### config.mk
export PLATFORM = sky130hd
export DESIGN_NAME = pipe_stage_ctrl
export DESIGN_NICKNAME = d
export VERILOG_FILES = /design/src/rtl/pipe_stage_ctrl.sv
export SDC_FILE = /design/constraint.sdc
export NUM_CORES = 1
export LEC_CHECK = 0
export BUFFER_PORTS_ARGS = -buffer_cell sky130_fd_sc_hd__buf_2
export CAP_MARGIN = 20
export CORE_AREA = 2 2 154 156
export DETAILED_ROUTE_END_ITERATION = 12
export DIE_AREA = 0 0 156 158
export PLACE_DENSITY_LB_ADDON = 0.1
export SLEW_MARGIN = 30
export SYNTH_ARGS = -nofsm -noshare
export SYNTH_HDL_FRONTEND = slang
export SYNTH_SLANG_ARGS = --single-unit
### constraint.sdc
create_clock -name clk -period 2.6 [get_ports clk]
set_clock_uncertainty 0.1 [all_clocks]
set_input_delay 0.13 -clock clk [delete_from_list [all_inputs] [get_ports clk]]
set_output_delay 0.13 -clock clk [all_outputs]
set_load 0.02 [all_outputs]
### src/rtl/pipe_stage_ctrl.sv
// IF/ID and ID/EX pipeline registers with hazard-unit stall/bubble/flush
// control, plus saturating stall and flush event counters.
module pipe_stage_ctrl #(
  parameter int unsigned CNT_W = 16
) (
  input  logic             clk,
  input  logic             reset,
  input  logic [31:0]      IF_Instr,
  input  logic [31:0]      IF_PC4,
  input  logic             ID_Write,
  input  logic             nop_mux,
  input  logic             flush,
  input  logic [9:0]       ID_Ctrl,
  input  logic [31:0]      ID_RegA,
  input  logic [31:0]      ID_RegB,
  input  logic [31:0]      ID_Imm,
  output logic             PC_Write,
  output logic [31:0]      ID_Instr,
  output logic [31:0]      ID_PC4,
  output logic [9:0]       EX_Ctrl,
  output logic [31:0]      EX_RegA,
  output logic [31:0]      EX_RegB,
  output logic [31:0]      EX_Imm,
  output logic [4:0]       EX_rs,
  output logic [4:0]       EX_rt,
  output logic [4:0]       EX_rd,
  output logic             EX_MemRead,
  output logic             EX_valid,
  output logic [CNT_W-1:0] stall_cnt,
  output logic [CNT_W-1:0] flush_cnt
);

  localparam int unsigned XLEN        = 32;
  localparam int unsigned CTRL_W      = 10;
  localparam int unsigned REG_W       = 5;
  localparam int unsigned MEMREAD_BIT = 7;
  localparam int unsigned RS_LSB      = 21;
  localparam int unsigned RT_LSB      = 16;
  localparam int unsigned RD_LSB      = 11;
  localparam logic [CNT_W-1:0] CNT_MAX = '1;

  logic id_valid;
  logic bubble_c;
  logic stall_c;
  logic flush_ok_c;

  // Fetch may advance only when IF/ID advances; always enabled in reset.
  assign PC_Write   = reset ? 1'b1 : ID_Write;

  // A bubble enters EX on an explicit hazard request or when ID is empty.
  assign bubble_c   = nop_mux | ~id_valid;

  // Stall and accepted-flush events; a flush under a hold is discarded.
  assign stall_c    = ~ID_Write;
  assign flush_ok_c = flush & ID_Write;

  // Load-use indication for the hazard unit; zero on every bubble.
  assign EX_MemRead = EX_Ctrl[MEMREAD_BIT];

  // IF/ID register: hold beats flush, flush beats load.
  always_ff @(posedge clk) begin
    if (reset) begin
      ID_Instr <= '0;
      ID_PC4   <= '0;
      id_valid <= 1'b0;
    end else if (ID_Write) begin
      if (flush) begin
        ID_Instr <= '0;
        ID_PC4   <= '0;
        id_valid <= 1'b0;
      end else begin
        ID_Instr <= IF_Instr;
        ID_PC4   <= IF_PC4;
        id_valid <= 1'b1;
      end
    end
  end

  // ID/EX register: updates every cycle, zeroed on a bubble.
  always_ff @(posedge clk) begin
    if (reset || bubble_c) begin
      EX_Ctrl  <= CTRL_W'(0);
      EX_RegA  <= XLEN'(0);
      EX_RegB  <= XLEN'(0);
      EX_Imm   <= XLEN'(0);
      EX_rs    <= REG_W'(0);
      EX_rt    <= REG_W'(0);
      EX_rd    <= REG_W'(0);
      EX_valid <= 1'b0;
    end else begin
      EX_Ctrl  <= ID_Ctrl;
      EX_RegA  <= ID_RegA;
      EX_RegB  <= ID_RegB;
      EX_Imm   <= ID_Imm;
      EX_rs    <= ID_Instr[RS_LSB +: REG_W];
      EX_rt    <= ID_Instr[RT_LSB +: REG_W];
      EX_rd    <= ID_Instr[RD_LSB +: REG_W];
      EX_valid <= 1'b1;
    end
  end

  // Stall-cycle counter, saturating at all-ones.
  always_ff @(posedge clk) begin
    if (reset) begin
      stall_cnt <= '0;
    end else if (stall_c && (stall_cnt != CNT_MAX)) begin
      stall_cnt <= stall_cnt + CNT_W'(1);
    end
  end

  // Accepted-flush counter, saturating at all-ones.
  always_ff @(posedge clk) begin
    if (reset) begin
      flush_cnt <= '0;
    end else if (flush_ok_c && (flush_cnt != CNT_MAX)) begin
      flush_cnt <= flush_cnt + CNT_W'(1);
    end
  end

endmodule

---- After elaboration in Yosys (flattened, before gate mapping) ----
Index checks and enable logic that the tools add are counted.
cells by class
  bitwise operators ....................... 4
  eq/ne operators ......................... 2
  add/subtract/negate cells ............... 2
  reductions and logical operators ........ 3
  mux-type cells .......................... 5
operators with widths
  operator                                                          number
  32-bit 2-to-1 mux                                                 2
  16-bit by 1-bit adder with 16-bit output (second input constant)  2
  16-bit != test (second input constant)                            2
  1-bit 2-to-1 mux                                                  3
  1-bit logical AND                                                 2
  1-bit NOT                                                         2
  1-bit AND                                                         1
  1-bit logical OR                                                  1
  1-bit bitwise OR                                                  1
word-level totals
  output and inout port bits .............. 220
  register bits after elaboration ......... 219
  input port bits ......................... 175
  word-level logic and storage cells ...... 29

---- Longest topological paths before layout ----
  depth after elaboration ................. 4
  gate-level depth with buffers ........... 5
  gate-level depth less buffers ........... 5

---- Worst setup path before layout ----
Ideal clock, no wire load.
  path type ............................... register -> register
  start point ............................. register flush_cnt[0]
  end point ............................... register flush_cnt[0]
  library setup time ...................... 0.123 ns
  cell stages (with the launch flop) ...... 6
  setup slack ............................. 0.551 ns
  arrival time ............................ 1.826 ns
  buffers on the path ..................... 0
  period minus slack after synthesis ...... 2.049 ns
  required time ........................... 2.377 ns
  cells stage by stage .................... dfxtp_1 ha_1 nand4_1 nor4_4 a21boi_2 mux2_1
between the ends
  word-level cells in the longest chain between the ends .. 2
  elaborated cells between the ends (all ways) .. 3
  those cells by class .................... 1 x add/sub; 1 x eq/ne; 1 x reduce/logical
RTL lines
  item                                                                              line  RTL
  start: declaration                                                                30    output logic [CNT_W-1:0] flush_cnt
  start signal: assignment                                                          116   flush_cnt <= flush_cnt + CNT_W'(1);
  branches (longest 2 deep; another with 16-bit by 1-bit adder with 16-bit output)  -
Parallel ways; which one is timed is not known.
A chain may end at the register's enable or synchronous reset.

---- Worst setup path in the final report ----
Same ends and word-level chain as after synthesis.

==> reports/metrics.csv <==
metric;value;unit
Comb power frac;8.2;%
Seq/Total Area, Yosys;62.81;%
Multi-input gate area;0.002459;sq mm
Max H-tree Level;1;
Routed Antenna Nets;0;
top cells by area, synth;dfxtp_1, and2_1, a22o_1;
Post-synth EDFFs;0;
fin. max-slew vios;0;
final net count;1352;
Placer Congestion;0.7851;
worst hold path type;input port to register;
Post-CTS Setup Repair Bufs;0;
Vias;6675;
Initial Utilization;30.28;%
CTS sink count;219;
Syn Inst Count;610;
DRT iter0 DRCs;358;
Total GRT Usage;17.62;%
Cell Int Power;6080;uW
drt drc;0;
kind of critical path;register to register;
worst hold path endpoint;flush_cnt[6]$_SDFFE_PP0P_;
syn nets;787;
ys flop type;dfxtp_1;
Final setup viols;0;
Max clock buf depth;3;
largest net degree at the start of global routing;67;
DR pass1 iterations;4;
total grt overflow;0;
Setup crit end kind;register;
fmax;469.3;MHz
count leader, synth;dfxtp_1;
Fin. Hold Viols;0;
Slew HR;61.45;%
Final Cell Area;0.01188;sq mm
RSZ-0062 raised after global routing;no;
Required @ worst endpoint;2.91;ns
Syn-to-layout area delta;70.23;%
Inst Count DP;1264;
Tot Pwr;7810;uW
DIE AREA;0.02465;sq mm
Psw;1730;uW
Yosys cell types;49;
Startpoint Class;register;
Layout Cells excl Fill;1484;
Synth Register Bits;219;
Die Wd;156;um
HPWL after DPL;15760;um
layout cells sized above 1;38.39;%
Placement Cell Area;0.009276;sq mm
Synth top area share;62.81;%
Filler cells;2091;
maximum vdd drop;0.0005298;V
worst setup path start;flush_cnt[0]$_SDFFE_PP0P_;
final period utilization;81.96;%
Worst Path Max Fanout;9;
ys async rst share;0;%
Seq pwr share;44.3;%
WP data arrival;2.44;ns
Die Height;158;um
Reg2Reg Depth;5;
launch point of the worst hold path;flush;
max cap viols;0;
Port Buf Inserts;394;
R2R Setup Slk;0.47;ns
CTS tree;yes;
row count;56;
Clock transition at path regs;0.06;ns
Vias/cell;4.498;
I/O pins;395;
P per Cell Area;657.3;mW/mm^2
run status;completed;
Syn. warnings;0;
Pleak;0.005785;uW
mean area per synthesized cell;11.44;sq um
wire length per cell;15.82;um
WHS Path Cells;4;
final wirelength;23470;um
sw frac;22.15;%
Core ar.;0.02305;sq mm
worst-margin pin slew;0.5729;ns
cts repair resizes;0;
sequential cell area;0.004384;sq mm
Cell Area, Synth;0.006980;sq mm
Setup TNS;0;ns
vias in the first global route;6460;
worst skew pair latency;0.53;ns
top cells by count, synth;dfxtp_1, and2_1, a22o_1;
Reg-to-Reg End;flush_cnt[0]$_SDFFE_PP0P_;
global-route wire length before repair;34670;um
initial antenna violation count;0;
crit path time final;2.131;ns
cts bufs inserted;26;
part of the power in the clock network;47.5;%
area leader, netlist;dfxtp_1;
clock root cell;clkbuf_16;
r2r startpoint;flush_cnt[0]$_SDFFE_PP0P_;
==> registers in the layout (all words and copies together) (netlist names) <==
signal and flops:
flush_cnt 16, ID_PC4 32, EX_RegA 32, EX_Imm 32, EX_rd 5, EX_rt 5, ID_Instr 32, EX_rs 5
id_valid 1, EX_Ctrl 10, stall_cnt 16, EX_RegB 32, EX_valid 1
==> how the worst max path moves through the flow <==
stage                     slack, ns                         to  depth (start not counted)
after floorplan                0.55  flush_cnt[0]$_SDFFE_PP0P_                          5
after global placement         0.52  flush_cnt[0]$_SDFFE_PP0P_                          5
after detailed placement       0.46  flush_cnt[0]$_SDFFE_PP0P_                          5
after CTS                      0.45  flush_cnt[0]$_SDFFE_PP0P_                          5
after global routing           0.30  flush_cnt[0]$_SDFFE_PP0P_                          5
final                          0.47  flush_cnt[0]$_SDFFE_PP0P_                          5
==> cells by family after synthesis <==
group | count (synthesis) | synth area share (%)
flops | 219 | 62.81
buf+inv | 38 | 2.222
compound gates | 115 | 12.44
fa+ha+maj | 2 | 0.3584
simple gates | 225 | 20.47
mux | 10 | 1.577
xor+xnor | 1 | 0.1255
==> timing repair <==
item,4_1_cts,5_1_grt
endpoints found under the setup margin,0,0
endpoints found under the hold margin,174,0
hold buffers,173,0
==> cells in the final DEF (no fill, tap or decap), types with 3 or more instances in the layout <==
| cell | synthesis | final |
|---|---|---|
| a22o_1 | 64 | 64 |
| and2_1 | 123 | 123 |
| buf_2 | 4 | 394 |
| nand4_1 | 10 | 10 |
| or3_1 | 5 | 5 |
| and4_1 | 5 | 5 |
| clkinv_2 | 0 | 7 |
| a31oi_1 | 3 | 3 |
| a21oi_1 | 25 | 25 |
| or4_1 | 9 | 9 |
| nand3_1 | 6 | 6 |
| nor2_1 | 15 | 14 |
| o21ai_0 | 7 | 7 |
| clkbuf_16 | 0 | 26 |
| nor2b_1 | 8 | 8 |
| mux2_2 | 6 | 6 |
| nand2b_1 | 6 | 6 |
| bufinv_16 | 0 | 4 |
| o31ai_1 | 9 | 9 |
| nor3_1 | 6 | 6 |
| dlygate4sd3_1 | 0 | 173 |
| nand2_1 | 13 | 13 |
| buf_12 | 0 | 4 |
| clkbuf_1 | 28 | 6 |
| dfxtp_1 | 219 | 219 |
==> power by group through the flow <==
stage,sequential [uW],clock [uW],combinational [uW]
floorplan,3620,0,110
global placement,3530,0,430
detailed placement,3530,0,431
CTS,3460,3820,642
global route,3470,3990,688
finish,3460,3710,639
==> critical path: stages (launching register included) <==
cell	delay, ns
dfxtp_1	0.47
ha_1	0.29
nand4_1	0.20
nor4_4	0.49
a21boi_2	0.14
mux2_1	0.32
==> cell type report <==
cell class | count | area share (%)
Inverter | 3 | 0.09477
Antenna cell | 1 | 0.02106
Tap cell | 290 | 3.054
Clock inverter | 12 | 1.443
Sequential cell | 219 | 36.90
Timing Repair Buffer | 572 | 31.90
Clock buffer | 34 | 5.897
Multi-Input combinational cell | 353 | 20.69
==> per-stage QoR <==
stage               hold WS [ns]  util (%)  setup WS [ns]
finish                   0.05053     51.55         0.4692
global route             0.04279     51.54         0.3043
CTS                      0.01987     51.54         0.4478
detailed placement        0.2313     40.24         0.4561
global placement          0.2290     40.24         0.5179
floorplan                 0.1517         -         0.5510
==> per-layer routing <==
metal,global-route usage [%],routed length [um],up-vias
li1,-,-,3261
met1,21.61,9455,3092
met2,29.46,11470,271
met3,5.174,1919,51
met4,6.378,624,0
met5,0,0,-
No activity file was read; power rests on OpenSTA's default activity.
